--- src/rtl/network_port_master_pkg.sv ---
// Shared widths, defaults and FSM encoding for the mesh-network port initiator.
package network_port_master_pkg;

    localparam int NETWORK_ADDRESS_WIDTH    = 4;
    localparam int CACHE_BANK_ADDRESS_WIDTH = 8;
    localparam int NET_DATA_WIDTH           = 16;
    localparam int DEFAULT_FIFO_DEPTH       = 4;
    localparam int DEFAULT_TIMEOUT_CYCLES   = 64;

    typedef enum logic [1:0] {
        ST_IDLE  = 2'd0,
        ST_ISSUE = 2'd1,
        ST_WAIT  = 2'd2,
        ST_RESP  = 2'd3
    } port_state_e;

endpackage

--- src/rtl/network_port_master_request_fifo.sv ---
// Small synchronous request buffer; push is dropped when full, pop when empty.
module request_fifo #(
    parameter int WIDTH = 8,
    parameter int DEPTH = 4
) (
    input  logic                       clk,
    input  logic                       reset,
    input  logic                       push,
    input  logic [WIDTH-1:0]           wdata,
    input  logic                       pop,
    output logic [WIDTH-1:0]           rdata,
    output logic [$clog2(DEPTH):0]     count,
    output logic                       full,
    output logic                       empty
);

    localparam int PTR_W = $clog2(DEPTH);
    localparam logic [PTR_W-1:0] PTR_ONE = 1;
    localparam logic [PTR_W:0]   CNT_ONE = 1;
    localparam logic [PTR_W:0]   CNT_MAX = DEPTH[PTR_W:0];

    logic [WIDTH-1:0] mem [DEPTH];
    logic [PTR_W-1:0] wr_ptr_q, wr_ptr_d;
    logic [PTR_W-1:0] rd_ptr_q, rd_ptr_d;
    logic [PTR_W:0]   count_q, count_d;
    logic             do_push;
    logic             do_pop;

    assign full    = (count_q == CNT_MAX);
    assign empty   = (count_q == '0);
    assign count   = count_q;
    assign rdata   = mem[rd_ptr_q];
    assign do_push = push && !full;
    assign do_pop  = pop && !empty;

    // Next pointer and occupancy values.
    always_comb begin
        wr_ptr_d = wr_ptr_q;
        rd_ptr_d = rd_ptr_q;
        count_d  = count_q;
        if (do_push) begin
            wr_ptr_d = wr_ptr_q + PTR_ONE;
        end
        if (do_pop) begin
            rd_ptr_d = rd_ptr_q + PTR_ONE;
        end
        if (do_push && !do_pop) begin
            count_d = count_q + CNT_ONE;
        end else if (!do_push && do_pop) begin
            count_d = count_q - CNT_ONE;
        end
    end

    // Control state; reset empties the buffer.
    always_ff @(posedge clk or negedge reset) begin
        if (!reset) begin
            wr_ptr_q <= '0;
            rd_ptr_q <= '0;
            count_q  <= '0;
        end else begin
            wr_ptr_q <= wr_ptr_d;
            rd_ptr_q <= rd_ptr_d;
            count_q  <= count_d;
        end
    end

    // Entry storage; contents are meaningless until pushed, so no reset.
    always_ff @(posedge clk) begin
        if (do_push) begin
            mem[wr_ptr_q] <= wdata;
        end
    end

endmodule

--- src/rtl/network_port_master.sv ---
// Initiator for one mesh-network access port: buffers client requests and
// runs them one at a time over the port lines, returning one response each.
module network_port_master
    import network_port_master_pkg::*;
#(
    parameter int ADDR_WIDTH     = NETWORK_ADDRESS_WIDTH + CACHE_BANK_ADDRESS_WIDTH,
    parameter int DATA_WIDTH     = NET_DATA_WIDTH,
    parameter int FIFO_DEPTH     = DEFAULT_FIFO_DEPTH,
    parameter int TIMEOUT_CYCLES = DEFAULT_TIMEOUT_CYCLES
) (
    input  logic                  clk,
    input  logic                  reset,
    input  logic                  req_valid,
    output logic                  req_ready,
    input  logic                  req_write,
    input  logic [ADDR_WIDTH-1:0] req_addr,
    input  logic [DATA_WIDTH-1:0] req_data,
    output logic                  rsp_valid,
    input  logic                  rsp_ready,
    output logic                  rsp_write,
    output logic                  rsp_error,
    output logic [DATA_WIDTH-1:0] rsp_data,
    output logic [ADDR_WIDTH-1:0] destinationAddressOut,
    output logic                  readOut,
    output logic                  writeOut,
    output logic [DATA_WIDTH-1:0] dataOut,
    input  logic                  readReadyIn,
    input  logic [DATA_WIDTH-1:0] dataIn
);

    localparam int ENTRY_W = 1 + ADDR_WIDTH + DATA_WIDTH;
    localparam int CNT_W   = $clog2(FIFO_DEPTH) + 1;
    localparam logic [CNT_W-1:0] FIFO_CAP = FIFO_DEPTH[CNT_W-1:0];
    localparam logic [15:0] TMO_LAST = 16'(TIMEOUT_CYCLES - 1);

    logic                  fifo_push;
    logic                  fifo_pop;
    logic [ENTRY_W-1:0]    fifo_rdata;
    logic [CNT_W-1:0]      fifo_count;
    logic                  fifo_full;
    logic                  fifo_empty;
    logic                  head_write;
    logic [ADDR_WIDTH-1:0] head_addr;
    logic [DATA_WIDTH-1:0] head_data;

    port_state_e           state_q, state_d;
    logic [15:0]           tmo_cnt_q, tmo_cnt_d;
    logic [ADDR_WIDTH-1:0] addr_out_q, addr_out_d;
    logic                  read_out_q, read_out_d;
    logic                  write_out_q, write_out_d;
    logic [DATA_WIDTH-1:0] data_out_q, data_out_d;
    logic                  rsp_valid_q, rsp_valid_d;
    logic                  rsp_write_q, rsp_write_d;
    logic                  rsp_error_q, rsp_error_d;
    logic [DATA_WIDTH-1:0] rsp_data_q, rsp_data_d;

    // Ready depends only on registered occupancy, never on this cycle's pop.
    assign req_ready = (fifo_count != FIFO_CAP);
    assign fifo_push = req_valid && !fifo_full;
    assign {head_write, head_addr, head_data} = fifo_rdata;

    request_fifo #(
        .WIDTH (ENTRY_W),
        .DEPTH (FIFO_DEPTH)
    ) u_request_fifo (
        .clk   (clk),
        .reset (reset),
        .push  (fifo_push),
        .wdata ({req_write, req_addr, req_data}),
        .pop   (fifo_pop),
        .rdata (fifo_rdata),
        .count (fifo_count),
        .full  (fifo_full),
        .empty (fifo_empty)
    );

    // Next-state and next-output computation for the transaction FSM.
    always_comb begin
        state_d     = state_q;
        tmo_cnt_d   = tmo_cnt_q;
        addr_out_d  = addr_out_q;
        read_out_d  = read_out_q;
        write_out_d = write_out_q;
        data_out_d  = data_out_q;
        rsp_valid_d = rsp_valid_q;
        rsp_write_d = rsp_write_q;
        rsp_error_d = rsp_error_q;
        rsp_data_d  = rsp_data_q;
        fifo_pop    = 1'b0;
        case (state_q)
            ST_IDLE: begin
                if (!fifo_empty) begin
                    fifo_pop    = 1'b1;
                    addr_out_d  = head_addr;
                    data_out_d  = head_data;
                    write_out_d = head_write;
                    read_out_d  = !head_write;
                    state_d     = ST_ISSUE;
                end
            end
            ST_ISSUE: begin
                read_out_d  = 1'b0;
                write_out_d = 1'b0;
                if (write_out_q) begin
                    // Writes are posted: respond straight away.
                    rsp_valid_d = 1'b1;
                    rsp_write_d = 1'b1;
                    rsp_error_d = 1'b0;
                    rsp_data_d  = '0;
                    state_d     = ST_RESP;
                end else begin
                    tmo_cnt_d = '0;
                    state_d   = ST_WAIT;
                end
            end
            ST_WAIT: begin
                // A readReady in the final wait cycle still counts as success.
                if (readReadyIn) begin
                    rsp_valid_d = 1'b1;
                    rsp_write_d = 1'b0;
                    rsp_error_d = 1'b0;
                    rsp_data_d  = dataIn;
                    state_d     = ST_RESP;
                end else if (tmo_cnt_q == TMO_LAST) begin
                    rsp_valid_d = 1'b1;
                    rsp_write_d = 1'b0;
                    rsp_error_d = 1'b1;
                    rsp_data_d  = '0;
                    state_d     = ST_RESP;
                end else begin
                    tmo_cnt_d = tmo_cnt_q + 16'd1;
                end
            end
            ST_RESP: begin
                if (rsp_ready) begin
                    rsp_valid_d = 1'b0;
                    state_d     = ST_IDLE;
                end
            end
            default: begin
                state_d = ST_IDLE;
            end
        endcase
    end

    // FSM state, timeout counter and all registered outputs.
    always_ff @(posedge clk or negedge reset) begin
        if (!reset) begin
            state_q     <= ST_IDLE;
            tmo_cnt_q   <= '0;
            addr_out_q  <= '0;
            read_out_q  <= 1'b0;
            write_out_q <= 1'b0;
            data_out_q  <= '0;
            rsp_valid_q <= 1'b0;
            rsp_write_q <= 1'b0;
            rsp_error_q <= 1'b0;
            rsp_data_q  <= '0;
        end else begin
            state_q     <= state_d;
            tmo_cnt_q   <= tmo_cnt_d;
            addr_out_q  <= addr_out_d;
            read_out_q  <= read_out_d;
            write_out_q <= write_out_d;
            data_out_q  <= data_out_d;
            rsp_valid_q <= rsp_valid_d;
            rsp_write_q <= rsp_write_d;
            rsp_error_q <= rsp_error_d;
            rsp_data_q  <= rsp_data_d;
        end
    end

    assign destinationAddressOut = addr_out_q;
    assign readOut               = read_out_q;
    assign writeOut              = write_out_q;
    assign dataOut               = data_out_q;
    assign rsp_valid             = rsp_valid_q;
    assign rsp_write             = rsp_write_q;
    assign rsp_error             = rsp_error_q;
    assign rsp_data              = rsp_data_q;

endmodule
--- config.mk ---
export PLATFORM = sky130hd
export DESIGN_NAME = network_port_master
export DESIGN_NICKNAME = d
export VERILOG_FILES = /design/src/rtl/network_port_master_pkg.sv /design/src/rtl/network_port_master_request_fifo.sv /design/src/rtl/network_port_master.sv
export SDC_FILE = /design/constraint.sdc
export NUM_CORES = 1
export LEC_CHECK = 0
export ABC_AREA = 1
export BUFFER_PORTS_ARGS = -buffer_cell sky130_fd_sc_hd__buf_2
export CAP_MARGIN = 20
export CORE_UTILIZATION = 50
export CTS_BUF_LIST = sky130_fd_sc_hd__clkbuf_16
export CTS_CLUSTER_SIZE = 28
export DETAILED_ROUTE_END_ITERATION = 6
export PLACE_DENSITY = 0.7
export SLEW_MARGIN = 5
export SYNTH_ARGS = -nofsm -noshare
export SYNTH_HDL_FRONTEND = slang
export SYNTH_SLANG_ARGS = --single-unit
--- constraint.sdc ---
create_clock -name clk -period 4.3 [get_ports clk]
set_input_delay 0.86 -clock clk [delete_from_list [all_inputs] [get_ports clk]]
set_output_delay 0.86 -clock clk [all_outputs]
set_load 0.01 [all_outputs]
==> results.toml <==
[run_status]
status = "finished, final reports clean"

[sta]
tns_ns = 0
tightest_slew_ns = 0.9946
timing.slew.headroom = 0.3353
fmax_ghz = 0.3758
hold_viol_final = 0
skew_ns = 0.01062
finalCritPeriodShare = 0.6189
finalSetupViolations = 0
drv_slew = 0
fin_crit_ns = 2.661
rsz0062_at_grt = "false"

[critical_path]
crit_type = "reg2reg"
cp_common_cell = "inv_1"
critPathRequiredTime_ns = 4.62
cp_data_arrival_time_ns = 2.98
end_kind = "register"
rr_worst_depth = 10
r2r_end = "u_request_fifo.count[1]$_DFFE_PN0P_"
cp_slowest_cell = "buf_4"
cpPeakStageDelay_ns = 0.51
rrSetupSlack_ns = 1.64
cp-start-kind = "register"
crit_fanout = 60
path_cells = "inv_1 -> ha_1 -> and2_2 -> buf_4 -> inv_1 -> ha_1 -> inv_1 -> fa_1 -> nor2_1 -> a21oi_1"
r2r_start = "state_q[0]$_DFFE_PN0P_"
critical_path.startpoint = "state_q[0]$_DFFE_PN0P_"

[floorplanning]
die_h_um = 127.9
io_pins = 100
die_area_sq_um = 16360
initial_utilization = 0.5177
core-area_sq_um = 15310
die_w_um = 127.9
fp-row-count = 45

[routing]
vias = 5367
postRouteAntennaNets = 0
detail_route.wl_per_cell_um = 15.00
drc = 0
wirelength_um = 15490
avgViaCountPerCell = 5.196
drt_iter0_markers = 373
dr.pass1.iters = 5

[power_and_ir_drop]
ir_drop_mv = 0.3838
powerDensity_nw_per_um2 = 694.0
p_leak_nw = 3.633
finalPower_mw = 6.367

[layout]
layout_commonest_cell = "nor2_1"
drive_above_1_share = 0.2217
area_growth_syn_to_layout_pct = 15.70
nets = 871
layout_common_cells = "nor2_1, edfxtp_1, buf_2"
final_cell_area_sq_um = 9174
final_util = 0.5990

[synthesis]
ys_warn_count = 0
synth_top_family_by_area = "simple AND/OR/NAND/NOR gates"
syn_area_sq_um = 7929
synth_cells = 719
ys_seq_area_frac = 0.6729
synth_mux_area_frac = 0
synth-seq-cells = 190
synth_simple_gate_area_frac = 0.1586
synth-xor-area-share = 0.009942
synth_compound_area_frac = 0.09831
synth_fa_ha_area_frac = 0.01988
syn-num-nets = 781
syn_area_per_cell_sq_um = 11.03
yosysUniqueCellTypes = 33

[clock_tree]
cts_buffers = 17
cts_root_buffer = "clkbuf_16"
clk_path_buf_depth = 2
cts_setup_buffers = 0
clkLatencyLatePin_ns = 0.44
ctsHoldBuffers = 0
cts_resized = 0
cts_tree = "built"
numClockSinks = 190
clkTransAtPathRegs_ns = 0.07
cts_max_level = 4

[grt]
grt_usage = 0.2038
grt_pass1_vias = 5183
gr-total-overflow = 0
antenna_found_initial = 1
grt_max_degree = 75
grt_pass1_wl_um = 25420

[placement]
port_buffers = 99
finalWeightedCongestion = 0.8543
hpwl_um = 9305
place_area_sq_um = 8561

[hold_path]
hold_class = "in2async"

[run]
maxCapViolations = 0
[final cells by class]
cell class | instances | area (sq um)
Inverter | 36 | 135.1
Antenna cell | 1 | 2.502
Timing Repair Buffer | 104 | 575.6
Fill cell | 1311 | 6141
Multi-Input combinational cell | 460 | 2305
Clock buffer | 17 | 425.4
Clock inverter | 14 | 130.1
Tap cell | 211 | 264.0
Sequential cell | 190 | 5336
[cell usage after synthesis]
cell | count | area share
a211oi_1 | 1 | 0.00095
a21oi_1 | 4 | 0.0025
a31oi_1 | 28 | 0.022
and2_1 | 1 | 0.00079
buf_1 | 2 | 0.00095
buf_2 | 13 | 0.0082
buf_4 | 2 | 0.0019
buf_6 | 5 | 0.0071
clkbuf_1 | 11 | 0.0052
dfrtp_1 | 74 | 0.23
edfxtp_1 | 116 | 0.44
fa_1 | 1 | 0.0025
ha_1 | 11 | 0.017
inv_1 | 33 | 0.016
inv_2 | 3 | 0.0014
nand2_1 | 84 | 0.040
nand2_2 | 13 | 0.010
nand2_4 | 2 | 0.0028
nand3_1 | 24 | 0.015
nand3_2 | 2 | 0.0025
nand3b_1 | 1 | 0.00095
nand4_1 | 3 | 0.0024
nor2_1 | 171 | 0.081
nor2_2 | 1 | 0.00079
nor3_1 | 1 | 0.00063
o21ai_0 | 65 | 0.041
o21ai_1 | 16 | 0.010
o21ai_2 | 18 | 0.020
o21bai_1 | 1 | 0.00095
o22ai_1 | 1 | 0.00079
or2_2 | 2 | 0.0016
xnor2_1 | 1 | 0.0011
xor2_1 | 8 | 0.0088
[metal layers]
metal	GRT usage	up-vias	wire length (um)
met1	0.2580	2592	6814
met4	0.06367	0	164
met5	0	-	0
met2	0.3475	142	7736
met3	0.04841	18	777
li1	-	2615	-
[sequential cells by signal, indices dropped and copies added (netlist names), 2 cells and up]
signal / flops
dataOut: 16
destinationAddressOut: 12
rsp_data: 16
state_q: 2
tmo_cnt_q: 16
u_request_fifo.count: 3
u_request_fifo.mem: 116
u_request_fifo.rd_ptr_q: 2
u_request_fifo.wr_ptr_q: 2
[critical path, delay by kind of cell, from the launching register on]
| family | cells | cell delay, ns |
|---|---|---|
| AO/OA/AOI/OAI | 1 | 0.04 |
| adder cells (fa/ha/maj) | 3 | 0.90 |
| buffers and inverters | 4 | 0.93 |
| flip-flops | 1 | 0.41 |
| AND/OR/NAND/NOR | 2 | 0.27 |
[worst max path at each step]
stage / end / slack [ns] / depth (start not counted)
after floorplan: u_request_fifo.mem[0][0]$_DFFE_PP_ / 1.65 / 2
after global placement: u_request_fifo.count[1]$_DFFE_PN0P_ / 1.75 / 10
after detailed placement: u_request_fifo.count[1]$_DFFE_PN0P_ / 1.67 / 10
after CTS: u_request_fifo.count[1]$_DFFE_PN0P_ / 1.62 / 10
after global routing: u_request_fifo.count[1]$_DFFE_PN0P_ / 1.41 / 10
final: u_request_fifo.count[1]$_DFFE_PN0P_ / 1.64 / 10
[cells by family (layout without fill, tap and decap cells)]
| kind of cell | Yosys count | count (layout) |
|---|---|---|
| AOI/OAI and AO/OA | 134 | 134 |
| xor gates and xnor gates | 9 | 9 |
| adders and majority gates | 12 | 12 |
| buffers and inverters | 69 | 171 |
| DFF | 190 | 190 |
| other | 0 | 1 |
| and+or+nand+nor | 305 | 305 |
[metrics by stage]
step / hold WS [ns] / cells / setup WS, ns
2_1_floorplan: 0.5015 / 719 / 1.650
3_3_place_gp: 0.4535 / 999 / 1.749
3_5_place_dp: 0.4547 / 999 / 1.674
4_1_cts: 0.4807 / 1030 / 1.625
5_1_grt: 0.3246 / 1032 / 1.406
6_report: 0.3075 / 1033 / 1.639
[where the power goes]
part,internal (mW),total [mW],switching (mW)
logic,0.729,2.20,1.47
clock network,0.761,1.48,0.716
registers,2.47,2.69,0.217
total,3.96,6.37,2.41
No activity file was read; power rests on OpenSTA's default activity.
